[src/rtl/riscv_core_data_mem_arb_if.sv]
// Bundle of both requester ports and the data-memory port of riscv_core_data_mem_arb.
// The lock inputs exist only when DATA_MEM_ARB_LOCK_EN is defined.
interface riscv_core_data_mem_arb_if #(
    parameter int XLEN = 64
);
    logic            i_data_mem_arb_req0_valid;
    logic            o_data_mem_arb_req0_ready;
    logic            i_data_mem_arb_req0_w_en;
    logic            i_data_mem_arb_req0_ld_extend;
    logic [1:0]      i_data_mem_arb_req0_size;
    logic [XLEN-1:0] i_data_mem_arb_req0_address;
    logic [XLEN-1:0] i_data_mem_arb_req0_wdata;
    logic            o_data_mem_arb_req0_rvalid;
    logic [XLEN-1:0] o_data_mem_arb_req0_rdata;

    logic            i_data_mem_arb_req1_valid;
    logic            o_data_mem_arb_req1_ready;
    logic            i_data_mem_arb_req1_w_en;
    logic            i_data_mem_arb_req1_ld_extend;
    logic [1:0]      i_data_mem_arb_req1_size;
    logic [XLEN-1:0] i_data_mem_arb_req1_address;
    logic [XLEN-1:0] i_data_mem_arb_req1_wdata;
    logic            o_data_mem_arb_req1_rvalid;
    logic [XLEN-1:0] o_data_mem_arb_req1_rdata;

`ifdef DATA_MEM_ARB_LOCK_EN
    logic            i_data_mem_arb_req0_lock;
    logic            i_data_mem_arb_req1_lock;
`endif

    logic            o_data_mem_arb_mem_w_en;
    logic            o_data_mem_arb_mem_ld_extend;
    logic [1:0]      o_data_mem_arb_mem_r_w_size;
    logic [XLEN-1:0] o_data_mem_arb_mem_address;
    logic [XLEN-1:0] o_data_mem_arb_mem_wdata;
    logic [XLEN-1:0] i_data_mem_arb_mem_rdata;

    // Arbiter side
    modport slave (
`ifdef DATA_MEM_ARB_LOCK_EN
        input  i_data_mem_arb_req0_lock, i_data_mem_arb_req1_lock,
`endif
        input  i_data_mem_arb_req0_valid, i_data_mem_arb_req0_w_en, i_data_mem_arb_req0_ld_extend,
        input  i_data_mem_arb_req0_size, i_data_mem_arb_req0_address, i_data_mem_arb_req0_wdata,
        output o_data_mem_arb_req0_ready, o_data_mem_arb_req0_rvalid, o_data_mem_arb_req0_rdata,
        input  i_data_mem_arb_req1_valid, i_data_mem_arb_req1_w_en, i_data_mem_arb_req1_ld_extend,
        input  i_data_mem_arb_req1_size, i_data_mem_arb_req1_address, i_data_mem_arb_req1_wdata,
        output o_data_mem_arb_req1_ready, o_data_mem_arb_req1_rvalid, o_data_mem_arb_req1_rdata,
        output o_data_mem_arb_mem_w_en, o_data_mem_arb_mem_ld_extend, o_data_mem_arb_mem_r_w_size,
        output o_data_mem_arb_mem_address, o_data_mem_arb_mem_wdata,
        input  i_data_mem_arb_mem_rdata
    );

    // Requester and memory side
    modport master (
`ifdef DATA_MEM_ARB_LOCK_EN
        output i_data_mem_arb_req0_lock, i_data_mem_arb_req1_lock,
`endif
        output i_data_mem_arb_req0_valid, i_data_mem_arb_req0_w_en, i_data_mem_arb_req0_ld_extend,
        output i_data_mem_arb_req0_size, i_data_mem_arb_req0_address, i_data_mem_arb_req0_wdata,
        input  o_data_mem_arb_req0_ready, o_data_mem_arb_req0_rvalid, o_data_mem_arb_req0_rdata,
        output i_data_mem_arb_req1_valid, i_data_mem_arb_req1_w_en, i_data_mem_arb_req1_ld_extend,
        output i_data_mem_arb_req1_size, i_data_mem_arb_req1_address, i_data_mem_arb_req1_wdata,
        input  o_data_mem_arb_req1_ready, o_data_mem_arb_req1_rvalid, o_data_mem_arb_req1_rdata,
        input  o_data_mem_arb_mem_w_en, o_data_mem_arb_mem_ld_extend, o_data_mem_arb_mem_r_w_size,
        input  o_data_mem_arb_mem_address, o_data_mem_arb_mem_wdata,
        output i_data_mem_arb_mem_rdata
    );
endinterface

[src/rtl/riscv_core_data_mem_arb.sv]
// Round-robin two-requester arbiter and single-access sequencer for riscv_core_data_mem.
// Optional grant locking for read-modify-write sequences: DATA_MEM_ARB_LOCK_EN.
module riscv_core_data_mem_arb #(
    parameter int XLEN = 64
) (
    input  logic                       i_data_mem_arb_clk,
    input  logic                       i_data_mem_arb_rst,
    riscv_core_data_mem_arb_if.slave   io_bus
);
    typedef enum logic [1:0] {
        S_IDLE   = 2'd0,
        S_ACCESS = 2'd1,
        S_RESP   = 2'd2
    } state_t;

    state_t          r_state;
    state_t          w_next_state;
    logic            r_last_grant;
    logic            r_owner;
    logic            r_w_en;
    logic            r_ld_extend;
    logic [1:0]      r_size;
    logic [XLEN-1:0] r_address;
    logic [XLEN-1:0] r_wdata;
    logic [XLEN-1:0] r_rdata;
    logic            r_rvalid0;
    logic            r_rvalid1;
    logic            w_elig0;
    logic            w_elig1;
    logic            w_grant_valid;
    logic            w_grant_id;
    logic            w_accept;
`ifdef DATA_MEM_ARB_LOCK_EN
    logic            r_lock_active;
    logic            r_lock_owner;
    logic            w_grant_lock;
`endif

    // Eligibility: a held lock shuts out the other requester
    always_comb begin
`ifdef DATA_MEM_ARB_LOCK_EN
        w_elig0      = io_bus.i_data_mem_arb_req0_valid && !(r_lock_active && r_lock_owner);
        w_elig1      = io_bus.i_data_mem_arb_req1_valid && !(r_lock_active && !r_lock_owner);
        w_grant_lock = w_grant_id ? io_bus.i_data_mem_arb_req1_lock : io_bus.i_data_mem_arb_req0_lock;
`else
        w_elig0 = io_bus.i_data_mem_arb_req0_valid;
        w_elig1 = io_bus.i_data_mem_arb_req1_valid;
`endif
    end

    // Round-robin winner selection; ties go to the requester not granted last
    always_comb begin
        w_grant_valid = 1'b0;
        w_grant_id    = 1'b0;
        if (w_elig0 && w_elig1) begin
            w_grant_valid = 1'b1;
            w_grant_id    = ~r_last_grant;
        end else if (w_elig0) begin
            w_grant_valid = 1'b1;
            w_grant_id    = 1'b0;
        end else if (w_elig1) begin
            w_grant_valid = 1'b1;
            w_grant_id    = 1'b1;
        end else begin
            w_grant_valid = 1'b0;
            w_grant_id    = 1'b0;
        end
        w_accept = w_grant_valid && !i_data_mem_arb_rst &&
                   ((r_state == S_IDLE) || (r_state == S_RESP));
    end

    // Next-state logic
    always_comb begin
        w_next_state = r_state;
        case (r_state)
            S_IDLE:   w_next_state = w_grant_valid ? S_ACCESS : S_IDLE;
            S_ACCESS: w_next_state = S_RESP;
            S_RESP:   w_next_state = w_grant_valid ? S_ACCESS : S_IDLE;
            default:  w_next_state = S_IDLE;
        endcase
    end

    // State, latched request fields, response capture
    always_ff @(posedge i_data_mem_arb_clk) begin
        if (i_data_mem_arb_rst) begin
            r_state      <= S_IDLE;
            r_last_grant <= 1'b1;
            r_owner      <= 1'b0;
            r_w_en       <= 1'b0;
            r_ld_extend  <= 1'b0;
            r_size       <= 2'b00;
            r_address    <= {XLEN{1'b0}};
            r_wdata      <= {XLEN{1'b0}};
            r_rdata      <= {XLEN{1'b0}};
            r_rvalid0    <= 1'b0;
            r_rvalid1    <= 1'b0;
`ifdef DATA_MEM_ARB_LOCK_EN
            r_lock_active <= 1'b0;
            r_lock_owner  <= 1'b0;
`endif
        end else begin
            r_state   <= w_next_state;
            r_rvalid0 <= (r_state == S_ACCESS) && !r_owner;
            r_rvalid1 <= (r_state == S_ACCESS) && r_owner;
            if (r_state == S_ACCESS) begin
                r_rdata <= r_w_en ? {XLEN{1'b0}} : io_bus.i_data_mem_arb_mem_rdata;
            end
            if (w_accept) begin
                r_owner      <= w_grant_id;
                r_last_grant <= w_grant_id;
                r_w_en       <= w_grant_id ? io_bus.i_data_mem_arb_req1_w_en      : io_bus.i_data_mem_arb_req0_w_en;
                r_ld_extend  <= w_grant_id ? io_bus.i_data_mem_arb_req1_ld_extend : io_bus.i_data_mem_arb_req0_ld_extend;
                r_size       <= w_grant_id ? io_bus.i_data_mem_arb_req1_size      : io_bus.i_data_mem_arb_req0_size;
                r_address    <= w_grant_id ? io_bus.i_data_mem_arb_req1_address   : io_bus.i_data_mem_arb_req0_address;
                r_wdata      <= w_grant_id ? io_bus.i_data_mem_arb_req1_wdata     : io_bus.i_data_mem_arb_req0_wdata;
`ifdef DATA_MEM_ARB_LOCK_EN
                r_lock_active <= w_grant_lock;
                r_lock_owner  <= w_grant_id;
`endif
            end
        end
    end

    assign io_bus.o_data_mem_arb_req0_ready   = w_accept && !w_grant_id;
    assign io_bus.o_data_mem_arb_req1_ready   = w_accept && w_grant_id;
    assign io_bus.o_data_mem_arb_req0_rvalid  = r_rvalid0;
    assign io_bus.o_data_mem_arb_req1_rvalid  = r_rvalid1;
    assign io_bus.o_data_mem_arb_req0_rdata   = r_rdata;
    assign io_bus.o_data_mem_arb_req1_rdata   = r_rdata;
    // A reset landing on the ACCESS cycle must not let the store commit
    assign io_bus.o_data_mem_arb_mem_w_en     = (r_state == S_ACCESS) && r_w_en && !i_data_mem_arb_rst;
    assign io_bus.o_data_mem_arb_mem_ld_extend = r_ld_extend;
    assign io_bus.o_data_mem_arb_mem_r_w_size = r_size;
    assign io_bus.o_data_mem_arb_mem_address  = r_address;
    assign io_bus.o_data_mem_arb_mem_wdata    = r_wdata;
endmodule
[src/flat_wrapper.sv]
// flat-port wrapper written by rule: the top's interface ports become plain ports
module riscv_core_data_mem_arb_flat 
#(
    parameter int XLEN = 64
)
  (i_data_mem_arb_clk, i_data_mem_arb_rst, io_bus_i_data_mem_arb_req0_valid, io_bus_i_data_mem_arb_req0_w_en, io_bus_i_data_mem_arb_req0_ld_extend, io_bus_i_data_mem_arb_req0_size, io_bus_i_data_mem_arb_req0_address, io_bus_i_data_mem_arb_req0_wdata, io_bus_o_data_mem_arb_req0_ready, io_bus_o_data_mem_arb_req0_rvalid, io_bus_o_data_mem_arb_req0_rdata, io_bus_i_data_mem_arb_req1_valid, io_bus_i_data_mem_arb_req1_w_en, io_bus_i_data_mem_arb_req1_ld_extend, io_bus_i_data_mem_arb_req1_size, io_bus_i_data_mem_arb_req1_address, io_bus_i_data_mem_arb_req1_wdata, io_bus_o_data_mem_arb_req1_ready, io_bus_o_data_mem_arb_req1_rvalid, io_bus_o_data_mem_arb_req1_rdata, io_bus_o_data_mem_arb_mem_w_en, io_bus_o_data_mem_arb_mem_ld_extend, io_bus_o_data_mem_arb_mem_r_w_size, io_bus_o_data_mem_arb_mem_address, io_bus_o_data_mem_arb_mem_wdata, io_bus_i_data_mem_arb_mem_rdata);
  riscv_core_data_mem_arb_if #(.XLEN(XLEN)) io_bus_i ();
  input  logic i_data_mem_arb_clk;
  input  logic i_data_mem_arb_rst;
  input wire logic [$bits(io_bus_i.i_data_mem_arb_req0_valid)-1:0] io_bus_i_data_mem_arb_req0_valid;
  input wire logic [$bits(io_bus_i.i_data_mem_arb_req0_w_en)-1:0] io_bus_i_data_mem_arb_req0_w_en;
  input wire logic [$bits(io_bus_i.i_data_mem_arb_req0_ld_extend)-1:0] io_bus_i_data_mem_arb_req0_ld_extend;
  input wire logic [$bits(io_bus_i.i_data_mem_arb_req0_size)-1:0] io_bus_i_data_mem_arb_req0_size;
  input wire logic [$bits(io_bus_i.i_data_mem_arb_req0_address)-1:0] io_bus_i_data_mem_arb_req0_address;
  input wire logic [$bits(io_bus_i.i_data_mem_arb_req0_wdata)-1:0] io_bus_i_data_mem_arb_req0_wdata;
  output wire logic [$bits(io_bus_i.o_data_mem_arb_req0_ready)-1:0] io_bus_o_data_mem_arb_req0_ready;
  output wire logic [$bits(io_bus_i.o_data_mem_arb_req0_rvalid)-1:0] io_bus_o_data_mem_arb_req0_rvalid;
  output wire logic [$bits(io_bus_i.o_data_mem_arb_req0_rdata)-1:0] io_bus_o_data_mem_arb_req0_rdata;
  input wire logic [$bits(io_bus_i.i_data_mem_arb_req1_valid)-1:0] io_bus_i_data_mem_arb_req1_valid;
  input wire logic [$bits(io_bus_i.i_data_mem_arb_req1_w_en)-1:0] io_bus_i_data_mem_arb_req1_w_en;
  input wire logic [$bits(io_bus_i.i_data_mem_arb_req1_ld_extend)-1:0] io_bus_i_data_mem_arb_req1_ld_extend;
  input wire logic [$bits(io_bus_i.i_data_mem_arb_req1_size)-1:0] io_bus_i_data_mem_arb_req1_size;
  input wire logic [$bits(io_bus_i.i_data_mem_arb_req1_address)-1:0] io_bus_i_data_mem_arb_req1_address;
  input wire logic [$bits(io_bus_i.i_data_mem_arb_req1_wdata)-1:0] io_bus_i_data_mem_arb_req1_wdata;
  output wire logic [$bits(io_bus_i.o_data_mem_arb_req1_ready)-1:0] io_bus_o_data_mem_arb_req1_ready;
  output wire logic [$bits(io_bus_i.o_data_mem_arb_req1_rvalid)-1:0] io_bus_o_data_mem_arb_req1_rvalid;
  output wire logic [$bits(io_bus_i.o_data_mem_arb_req1_rdata)-1:0] io_bus_o_data_mem_arb_req1_rdata;
  output wire logic [$bits(io_bus_i.o_data_mem_arb_mem_w_en)-1:0] io_bus_o_data_mem_arb_mem_w_en;
  output wire logic [$bits(io_bus_i.o_data_mem_arb_mem_ld_extend)-1:0] io_bus_o_data_mem_arb_mem_ld_extend;
  output wire logic [$bits(io_bus_i.o_data_mem_arb_mem_r_w_size)-1:0] io_bus_o_data_mem_arb_mem_r_w_size;
  output wire logic [$bits(io_bus_i.o_data_mem_arb_mem_address)-1:0] io_bus_o_data_mem_arb_mem_address;
  output wire logic [$bits(io_bus_i.o_data_mem_arb_mem_wdata)-1:0] io_bus_o_data_mem_arb_mem_wdata;
  input wire logic [$bits(io_bus_i.i_data_mem_arb_mem_rdata)-1:0] io_bus_i_data_mem_arb_mem_rdata;
  assign io_bus_i.i_data_mem_arb_req0_valid = io_bus_i_data_mem_arb_req0_valid;
  assign io_bus_i.i_data_mem_arb_req0_w_en = io_bus_i_data_mem_arb_req0_w_en;
  assign io_bus_i.i_data_mem_arb_req0_ld_extend = io_bus_i_data_mem_arb_req0_ld_extend;
  assign io_bus_i.i_data_mem_arb_req0_size = io_bus_i_data_mem_arb_req0_size;
  assign io_bus_i.i_data_mem_arb_req0_address = io_bus_i_data_mem_arb_req0_address;
  assign io_bus_i.i_data_mem_arb_req0_wdata = io_bus_i_data_mem_arb_req0_wdata;
  assign io_bus_o_data_mem_arb_req0_ready = io_bus_i.o_data_mem_arb_req0_ready;
  assign io_bus_o_data_mem_arb_req0_rvalid = io_bus_i.o_data_mem_arb_req0_rvalid;
  assign io_bus_o_data_mem_arb_req0_rdata = io_bus_i.o_data_mem_arb_req0_rdata;
  assign io_bus_i.i_data_mem_arb_req1_valid = io_bus_i_data_mem_arb_req1_valid;
  assign io_bus_i.i_data_mem_arb_req1_w_en = io_bus_i_data_mem_arb_req1_w_en;
  assign io_bus_i.i_data_mem_arb_req1_ld_extend = io_bus_i_data_mem_arb_req1_ld_extend;
  assign io_bus_i.i_data_mem_arb_req1_size = io_bus_i_data_mem_arb_req1_size;
  assign io_bus_i.i_data_mem_arb_req1_address = io_bus_i_data_mem_arb_req1_address;
  assign io_bus_i.i_data_mem_arb_req1_wdata = io_bus_i_data_mem_arb_req1_wdata;
  assign io_bus_o_data_mem_arb_req1_ready = io_bus_i.o_data_mem_arb_req1_ready;
  assign io_bus_o_data_mem_arb_req1_rvalid = io_bus_i.o_data_mem_arb_req1_rvalid;
  assign io_bus_o_data_mem_arb_req1_rdata = io_bus_i.o_data_mem_arb_req1_rdata;
  assign io_bus_o_data_mem_arb_mem_w_en = io_bus_i.o_data_mem_arb_mem_w_en;
  assign io_bus_o_data_mem_arb_mem_ld_extend = io_bus_i.o_data_mem_arb_mem_ld_extend;
  assign io_bus_o_data_mem_arb_mem_r_w_size = io_bus_i.o_data_mem_arb_mem_r_w_size;
  assign io_bus_o_data_mem_arb_mem_address = io_bus_i.o_data_mem_arb_mem_address;
  assign io_bus_o_data_mem_arb_mem_wdata = io_bus_i.o_data_mem_arb_mem_wdata;
  assign io_bus_i.i_data_mem_arb_mem_rdata = io_bus_i_data_mem_arb_mem_rdata;
  riscv_core_data_mem_arb #(.XLEN(XLEN)) u_core (.i_data_mem_arb_clk(i_data_mem_arb_clk), .i_data_mem_arb_rst(i_data_mem_arb_rst), .io_bus(io_bus_i));
endmodule
[config.mk]
export PLATFORM = sky130hd
export DESIGN_NAME = riscv_core_data_mem_arb_flat
export DESIGN_NICKNAME = d
export VERILOG_FILES = /design/src/rtl/riscv_core_data_mem_arb_if.sv /design/src/rtl/riscv_core_data_mem_arb.sv /design/src/flat_wrapper.sv
export SDC_FILE = /design/constraint.sdc
export NUM_CORES = 1
export LEC_CHECK = 0
export BUFFER_PORTS_ARGS = -buffer_cell sky130_fd_sc_hd__buf_4
export CAP_MARGIN = 10
export CORE_AREA = 2 2 229 231
export CTS_CLUSTER_DIAMETER = 50
export DETAILED_ROUTE_END_ITERATION = 10
export DIE_AREA = 0 0 231 233
export GPL_TIMING_DRIVEN = 0
export HOLD_SLACK_MARGIN = 0.02
export SYNTH_ARGS = -nofsm -noshare
export SYNTH_HDL_FRONTEND = slang
export SYNTH_SLANG_ARGS = --single-unit
[constraint.sdc]
create_clock -name i_data_mem_arb_clk -period 2.1 [get_ports i_data_mem_arb_clk]
set_clock_uncertainty 0.1 [all_clocks]
set_input_delay 0.63 -clock i_data_mem_arb_clk [delete_from_list [all_inputs] [get_ports i_data_mem_arb_clk]]
set_output_delay 0.63 -clock i_data_mem_arb_clk [all_outputs]
set_load 0.01 [all_outputs]
======== After elaboration in Yosys (flattened, before gate mapping) ========
Cells that the tools add are included.
cells by class
  reductions and logical operators ........ 15
  muxes and demuxes ....................... 13
  $mul .................................... 0
  div/mod/pow operators ................... 0
  shift operators ......................... 0
  eq/ne operators ......................... 2
  order comparisons ....................... 0
  $add $sub $neg .......................... 0
  bitwise logic cells ..................... 1
operators by type and width
  kind                  count
  $mux W64              3
  $logic_and A1 B1 Y1   9
  $mux W1               8
  $pmux W2 S2           1
  $logic_not A1 Y1      3
  $eq A2 B1 Y1 const B  1
  $eq A2 B2 Y1 const B  1
  $logic_not A2 Y1      1
  $mux W2               1
  $reduce_or A2 Y1      1
  $logic_or A1 B1 Y1    1
  $not A1 Y1            1
word-level totals
  output and inout bits ................... 264
  latch bits .............................. 0
  word-level logic and storage cells ...... 42
  RAM bits ................................ 0
  ROM bits ................................ 0
  memories ................................ 0
  register bits after elaboration ......... 202
  input port bits ......................... 332

======== Depth between registers and ports, before layout ========
Gate-level depths: netlist of run 1.
  depth in word-level cells ............... 6
  gate-level depth with buffers ........... 6

======== Worst setup path before layout of run 1 ========
Ideal clock, no wire load.
  kind .................................... input -> output
  start ................................... input io_bus_i_data_mem_arb_req1_valid
  end ..................................... output io_bus_o_data_mem_arb_req0_ready
  data required time ...................... 1.370 ns
  stages on the path ...................... 3
  slack ................................... 0.010 ns
  arrival ................................. 1.360 ns
  path through ............................ nor2b_2 > nor3_4 > clkbuf_1
on the way
  longest elaborated chain between the ends .. 6
  elaborated cells on any way between the ends .. 10
  classes of those cells .................. mux (5); reduce/logical (5)
ends and longest elaborated chain
  what                               RTL line                        source
  start: declaration                 flat_wrapper.sv:19              input wire logic [$bits(io_bus_i.i_data_mem_arb_req1_valid)-1:0] io_bus_i_data_mem_arb_req1_valid;
  $mux W1                            riscv_core_data_mem_arb.sv:61   end else if (w_elig1) begin
  $mux W1                            riscv_core_data_mem_arb.sv:58   end else if (w_elig0) begin
  $mux W1                            riscv_core_data_mem_arb.sv:55   if (w_elig0 && w_elig1) begin
  $logic_and A1 B1 Y1 (2 in series)  riscv_core_data_mem_arb.sv:68   w_accept = w_grant_valid && !i_data_mem_arb_rst &&
  $logic_and A1 B1 Y1 *              riscv_core_data_mem_arb.sv:124  assign io_bus.o_data_mem_arb_req0_ready = w_accept && !w_grant_id;
  end: declaration                   flat_wrapper.sv:16              output wire logic [$bits(io_bus_i.o_data_mem_arb_req0_ready)-1:0] io_bus_o_data_mem_arb_req0_ready;
Every way passes the cells marked *; elsewhere a longest branch is shown, timed or not.

======== Worst setup path after layout of run 1 ========
  start ................................... register u_core.r_state[0]
  end ..................................... output io_bus_o_data_mem_arb_mem_w_en
on the way
  longest elaborated chain between the ends .. 3
ends and longest elaborated chain
  what                               RTL line                        source
  start: declaration                 riscv_core_data_mem_arb.sv:16   state_t r_state;
  start signal: assignment           riscv_core_data_mem_arb.sv:102  r_state <= w_next_state;
  $eq A2 B1 Y1                       riscv_core_data_mem_arb.sv:131  assign io_bus.o_data_mem_arb_mem_w_en = (r_state == S_ACCESS) && r_w_en && !i_data_mem_arb_rst;
  $logic_and A1 B1 Y1 (2 in series)  riscv_core_data_mem_arb.sv:131
  end: declaration                   flat_wrapper.sv:28              output wire logic [$bits(io_bus_i.o_data_mem_arb_mem_w_en)-1:0] io_bus_o_data_mem_arb_mem_w_en;
Every way passes these cells.

==> metrics.yaml, run 1 <==
status: "complete, but fails checks"
violations: "setup timing"
post-route-cell-area_mm2: 0.01425
min_path_type: "in -> reg"
crit_path_max_incr_delay_ns: 0.39
crit_path_top_delay_cell: "or3b_4"
crit_path_start_kind: "flop"
synthDistinctLibCells: 25
met3_usage: 0.04203
min_path_cells: 2
grt_antenna_before_repair: 1
finalSetupViolations: 3
fp-row-count: 83
fill_cells: 5411
p_per_area_mw_per_mm2: 779.5
use_met2: 0.2502
peakVddDrop_mv: 0.5275
power.leakage_uw: 0.006619
drive_gt1_frac: 0.5801
yosysWarnings: 0
grt_pass1_wl_mm: 56.17
crit_fanout: 5
grtUsageTotal: 0.1372
cts-root-buf: "clkbuf_16"
place_hpwl_mm: 31.44
met1_usage: 0.1509
clkLatencyLatePin_ns: 0.54
synth_area_leader_cell: "dfxtp_1"
cpLargestDelayFamily: "simple AND/OR/NAND/NOR gates"
max_freq_mhz: 428.9
layout_commonest_cell: "buf_4"
numPortBuffers: 595
area_growth_pct: 79.76
drc: 0
synthCells: 684
required_ns: 1.37
cp-end-kind: "primary output"
worst_pin_slew_ns: 1.056
cts_made_buffers: 26
grt_max_degree: 13
cp.buffers_inverters: 2
busiest_layer: "met2"
crit_arrival_ns: 1.60
syn-num-nets: 1016
register_area_mm2: 0.004049
drtIter0Drc: 331
final_util: 0.2790
relSlewSlack: 0.2958
post_drt_wl_per_cell_um: 19.31
final_nets: 1649
dieArea_mm2: 0.05382
netlist.area_leader.share: 0.5099
drv_cap: 0
cp.depth: 4
fin_crit_ns: 2.332
finalPower_uw: 11110
multiInputGateArea_mm2: 0.003040
worst_slack_ns: -0.2317
grt_overflow: 0
core_area_mm2: 0.05109
firstDrtPassIters: 4
initial_core_util: 0.1552
clock-sinks: 202
synthTopCellsByArea: "dfxtp_1 (51%), a221o_1 (17%), nor3b_1 (12%), a22o_1 (7.1%), buf_4 (6.4%)"
tritoncts: "done"
hold_viol_final: 0
placed_area_mm2: 0.01325
rsz0062_at_grt: "yes"
fin_crit_sh: 1.110
avgSynthCellArea_um2: 11.59
io_pins: 596
die_h_um: 233
synth-seq-cells: 202
finalWirelength_mm: 38.96
layout_common_cells: "buf_4 (671), dfxtp_1 (200), nor3b_1 (132), a221o_1 (132), a22o_1 (64)"
htreeDepth: 1
postRouteAntennaNets: 0
grt_pass1_vias: 8897
slew_violations: 0
clkTransAtPathRegs_ns: 0.06
gp_congestion: 0.8370
die_w_um: 231
netlist_area_mm2: 0.007930
hold_buffers: 0
path_cells: "or3b_4, inv_2, and2_4, buf_6"
vias_per_cell: 4.192
ys_seq_area_frac: 0.5099
vias: 8455
crit_type: "reg -> out"
clock_path_buffers: 3
r2r_cells: 6
-- state kept, by name, summed over array words and instances, names as in the netlist --
register                                    cells
u_core.r_state                                  2
u_core.io_bus.o_data_mem_arb_req1_rvalid        1
u_core.io_bus.o_data_mem_arb_mem_r_w_size       2
u_core.r_owner                                  1
u_core.io_bus.o_data_mem_arb_mem_wdata         64
u_core.io_bus.o_data_mem_arb_req0_rvalid        1
u_core.r_last_grant                             1
u_core.io_bus.o_data_mem_arb_mem_ld_extend      1
u_core.r_w_en                                   1
u_core.io_bus.o_data_mem_arb_req0_rdata        64
u_core.io_bus.o_data_mem_arb_mem_address       64
-- Yosys cell counts --
cell and number:
a211o_1 1, a211oi_4 1, a21o_1 1, a21oi_1 1, a21oi_2 1, a221o_1 132
a22o_1 64, and2_1 2, buf_2 38, buf_4 68, buf_6 6, clkbuf_1 22
dfxtp_1 202, inv_1 2, nand2_1 1, nand2b_1 1, nand2b_4 1, nor2_1 2
nor2_4 1, nor2b_1 1, nor2b_2 1, nor3_4 1, nor3b_1 132, o21ba_2 1
or3b_1 1
-- metrics by stage --
stage | std cells | setup TNS (ns) | setup WS [ns] | hold WS, ns
4_1_cts | 2014 | -0.8536 | -0.3052 | 0.1472
6_report | 2017 | -0.5953 | -0.2317 | 0.1886
3_5_place_dp | 1959 | -44.65 | -0.6603 | 0.3453
2_1_floorplan | 684 | 0 | 0.009545 | 0.3064
3_3_place_gp | 1959 | -42.44 | -0.6666 | 0.3403
5_1_grt | 2017 | -0.8099 | -0.3040 | 0.1678
-- what timing repair did --
item,in CTS,in global routing
setup buffers,8,2
pin swaps,2,2
cloned,0,0
gates resized for setup,18,3
endpoints found under the setup margin,13,22
hold endpoints to repair,0,0
-- worst reg2reg max path: cells and delay by family (launching register included) --
| family | cells | cell delay [ns] |
|---|---|---|
| compound gates | 2 | 0.53 |
| flops | 1 | 0.36 |
| buf+inv | 3 | 0.75 |
| simple gates | 1 | 0.08 |
-- layout make-up --
class                           instances  area share
Multi-Input combinational cell        346      0.2133
Inverter                                2   0.0005266
Timing Repair Buffer                  605      0.3194
Clock buffer                           38     0.05451
Buffer                                134     0.06197
Sequential cell                       202      0.2840
Clock inverter                          9    0.006407
Antenna cell                            1   0.0001755
Tap cell                              680     0.05969
-- worst paths after layout --
path | startpoint | to | slack [ns]
worst max register to register | u_core.r_state[0] | u_core.io_bus.o_data_mem_arb_mem_address[60] | 0.15
worst min register to register | u_core.r_owner | u_core.io_bus.o_data_mem_arb_req0_rvalid | 0.34
worst min-delay path | io_bus_i_data_mem_arb_mem_rdata[45] | u_core.io_bus.o_data_mem_arb_req0_rdata[45] | 0.19
worst max-delay path | u_core.r_state[0] | io_bus_o_data_mem_arb_mem_w_en | -0.23
-- report_power, final --
part	switching (µW)	internal (µW)	total, µW
combinational	968	1310	2280
clock	1780	2690	4470
sequential	210	4150	4360
total	2960	8150	11100
-- per-layer routing --
metal  part of all wire  vias to the layer above
li1                   -                     3893
met1               0.38                     4075
met2               0.50                      432
met3              0.084                       55
met4              0.032                        0
met5                  0                        -
-- kinds of logic after synthesis --
family	share of synthesized area
flops	0.5099
buf+inv	0.1082
compound gates	0.2449
simple gates	0.1370
Power figures use the tool's default switching activity.
==> run 2: changes to the inputs <==
==> constraint.sdc (replaced) <==
create_clock -name i_data_mem_arb_clk -period 2.1 [get_ports i_data_mem_arb_clk]
set_clock_uncertainty 0.1 [all_clocks]
set_input_delay 0.21 -clock i_data_mem_arb_clk [delete_from_list [all_inputs] [get_ports i_data_mem_arb_clk]]
set_output_delay 0.21 -clock i_data_mem_arb_clk [all_outputs]
set_load 0.01 [all_outputs]
==> run 2 against run 1 <==
Sequential share of layout area fell by 5.3 points. Worst hold slack improved by 0.12 ns. The run now ends clean. Sequential cell count did not move. Largest power group unchanged. Largest cell class unchanged. Clock power barely moved. Critical endpoint is now io_bus_o_data_mem_arb_req0_ready. Combinational power rose by 25%.
==> metrics.yaml, run 2 (synthesis results as in run 1) <==
cts-root-buf: "clkbuf_16"  # unchanged
gp_congestion: 0.8370  # unchanged
rsz0062_at_grt: "yes"  # unchanged
grt_pass1_vias: 10932  # was 8897
io_pins: 596  # unchanged
min_path_type: "in -> reg"  # unchanged
crit_path_max_incr_delay_ns: 0.54  # was 0.39 ns
slew_violations: 0  # unchanged
clkTransAtPathRegs_ns: 0.06  # about the same
finalPower_uw: 11700  # was 11110 µW
numPortBuffers: 595  # unchanged
initial_core_util: 0.1552  # unchanged
r2r_end: "u_core.io_bus.o_data_mem_arb_mem_wdata[42]"  # was u_core.io_bus.o_data_mem_arb_mem_address[60]
status: "complete, no violations"  # was complete, but fails checks
fill_cells: 4979  # was 5411
wl_met2_mm: 22.01  # was 19.67 mm
dieArea_mm2: 0.05382  # unchanged
layout_common_cells: "buf_4 (670), dlygate4sd3_1 (332), dfxtp_1 (201)"  # was buf_4 (671), dfxtp_1 (200), nor3b_1 (132), a221o_1 (132), a22o_1 (64)
cp.buffers_inverters: 4  # was 2
area_growth_pct: 121.1  # was 79.76%
min_path_cells: 4  # was 2
place_hpwl_mm: 31.44  # unchanged
crit_path_top_delay_cell: "dlygate4sd3_1"  # was or3b_4
rr_startpoint: "u_core.r_state[0]"  # unchanged
path_cells: "dlygate4sd3_1, buf_4, nor2b_2, nor3_4, clkbuf_8, buf_4"  # was or3b_4, inv_2, and2_4, buf_6
final_nets: 1977  # was 1649
layout_commonest_cell: "buf_4"  # unchanged
wl_met1_mm: 16.81  # was 14.76 mm
fin_crit_ns: 2.029  # was 2.332 ns
tritoncts: "done"  # unchanged
die_w_um: 231  # unchanged
vias: 9998  # was 8455
core_area_mm2: 0.05109  # unchanged
reg2reg_slack_ns: 0.09  # was 0.15 ns
clock_path_buffers: 3  # unchanged
multiInputGateArea_mm2: 0.003038  # was 0.003040 mm²
fin_crit_sh: 0.9660  # was 1.110
crit_type: "in -> out"  # was reg -> out
crit_arrival_ns: 1.72  # was 1.60 ns
r2r_cells: 6  # unchanged
crit_fanout: 10  # was 5
firstDrtPassIters: 5  # was 4
peakVddDrop_mv: 0.5033  # was 0.5275 mV
grt_antenna_before_repair: 0  # was 1
drv_cap: 0  # unchanged
required_ns: 1.79  # was 1.37 ns
fp-row-count: 83  # unchanged
relSlewSlack: 0.2681  # was 0.2958
grt_overflow: 0  # unchanged
finalWirelength_mm: 44.65  # was 38.96 mm
post_drt_wl_per_cell_um: 19.05  # was 19.31 µm
cpLargestDelayFamily: "buffers and inverters"  # was simple AND/OR/NAND/NOR gates
clock-sinks: 202  # unchanged
grt_max_degree: 13  # unchanged
clkLatencyLatePin_ns: 0.54  # about the same
worst_pin_slew_ns: 1.098  # was 1.056 ns
die_h_um: 233  # unchanged
hp-start: "i_data_mem_arb_rst"  # was io_bus_i_data_mem_arb_mem_rdata[45]
diodes: 0  # was 1
hold_viol_final: 0  # unchanged
grt_pass1_wl_mm: 65.12  # was 56.17 mm
vias_per_cell: 4.265  # was 4.192
worst_slack_ns: 0.07146  # was -0.2317 ns
power.leakage_uw: 0.007984  # was 0.006619 µW
cpMostUsedCell: "buf_4"
finalSetupViolations: 0  # was 3
cts_made_buffers: 26  # unchanged
drtIter0Drc: 418  # was 331
hold_end: "u_core.io_bus.o_data_mem_arb_mem_wdata[58]"  # was u_core.io_bus.o_data_mem_arb_req0_rdata[45]
maxUsedRoutingLayer: "met4"  # unchanged
htreeDepth: 1  # unchanged
wl_met3_mm: 3.617  # was 3.273 mm
max_freq_mhz: 493.0  # was 428.9 MHz
dp_slack_ns: -0.2885  # was -0.6603 ns
drc: 0  # unchanged
register_area_mm2: 0.004048  # was 0.004049 mm²
drive_gt1_frac: 0.4615  # was 0.5801
startpoint: "io_bus_i_data_mem_arb_req1_valid"  # was u_core.r_state[0]
crit_path_start_kind: "input port"  # was flop
grtUsageTotal: 0.1567  # was 0.1372
cp-end-kind: "primary output"  # unchanged
postRouteAntennaNets: 0  # unchanged
p_per_area_mw_per_mm2: 667.4  # was 779.5 mW/mm²
## run 2: worst register-to-register path: stages, from the launching register on
cell and delay (ns):
dfxtp_4 0.36, nand2b_4 0.16, a211oi_4 0.33, buf_4 0.18, buf_2 0.31, buf_2 0.32, a221o_1 0.20
## run 2: layer usage
metal,vias to the layer above,global-route usage
met5,-,0
li1,4553,-
met4,0,0.07419
met3,103,0.04203
met1,4791,0.1701
met2,551,0.2823
## run 2: report_power, final
group / total [µW] / leakage [µW] / internal (µW) / switching [µW]
Sequential: 4370 / 0.00166 / 4150 / 217
Clock: 4490 / 0.000430 / 2690 / 1800
Combinational: 2840 / 0.00589 / 1710 / 1130
Total: 11700 / 0.00798 / 8550 / 3150
## run 2: per-stage QoR
stage               std cells  setup TNS, ns  area [µm²]  utilization  hold slack [ns]
floorplan                 684              0        7930            -           0.2357
global placement         1959         -2.201       13250       0.2593           0.3211
detailed placement       1959         -2.839       13250       0.2593           0.3227
CTS                      2344              0       17520       0.3429           0.2629
global route             2344      -0.003967       17530       0.3431           0.3080
finish                   2344              0       17530       0.3431           0.3110
## run 2: worst max-delay path by stage
stage / endpoint / cells past startpoint
2_1_floorplan: u_core.io_bus.o_data_mem_arb_mem_address[57] / 6
3_5_place_dp: u_core.io_bus.o_data_mem_arb_mem_address[49] / 5
5_1_grt: u_core.io_bus.o_data_mem_arb_mem_wdata[42] / 6
4_1_cts: io_bus_o_data_mem_arb_mem_w_en / 4
6_report: io_bus_o_data_mem_arb_req0_ready / 6
3_3_place_gp: u_core.io_bus.o_data_mem_arb_mem_address[53] / 5
## run 2: layout make-up
| class | instances | share of cell area |
|---|---|---|
| inverter | 2 | 0.0004282 |
| clock buffer | 38 | 0.04432 |
| buffer | 134 | 0.05039 |
| multi-input combinational | 346 | 0.1733 |
| clock inverter | 9 | 0.005210 |
| sequential | 202 | 0.2309 |
| tap | 680 | 0.04853 |
| timing repair buffer | 933 | 0.4469 |
## run 2: repair_timing
| item | 4_1_cts | 5_1_grt |
|---|---|---|
| endpoints found under the setup margin | 13 | 15 |
| gates cloned | 0 | 0 |
| endpoints found under the hold margin | 200 | 0 |
| pin swaps | 2 | 0 |
| resized for setup | 12 | 3 |
| setup buffers | 6 | 0 |
| hold buffers | 332 | 0 |
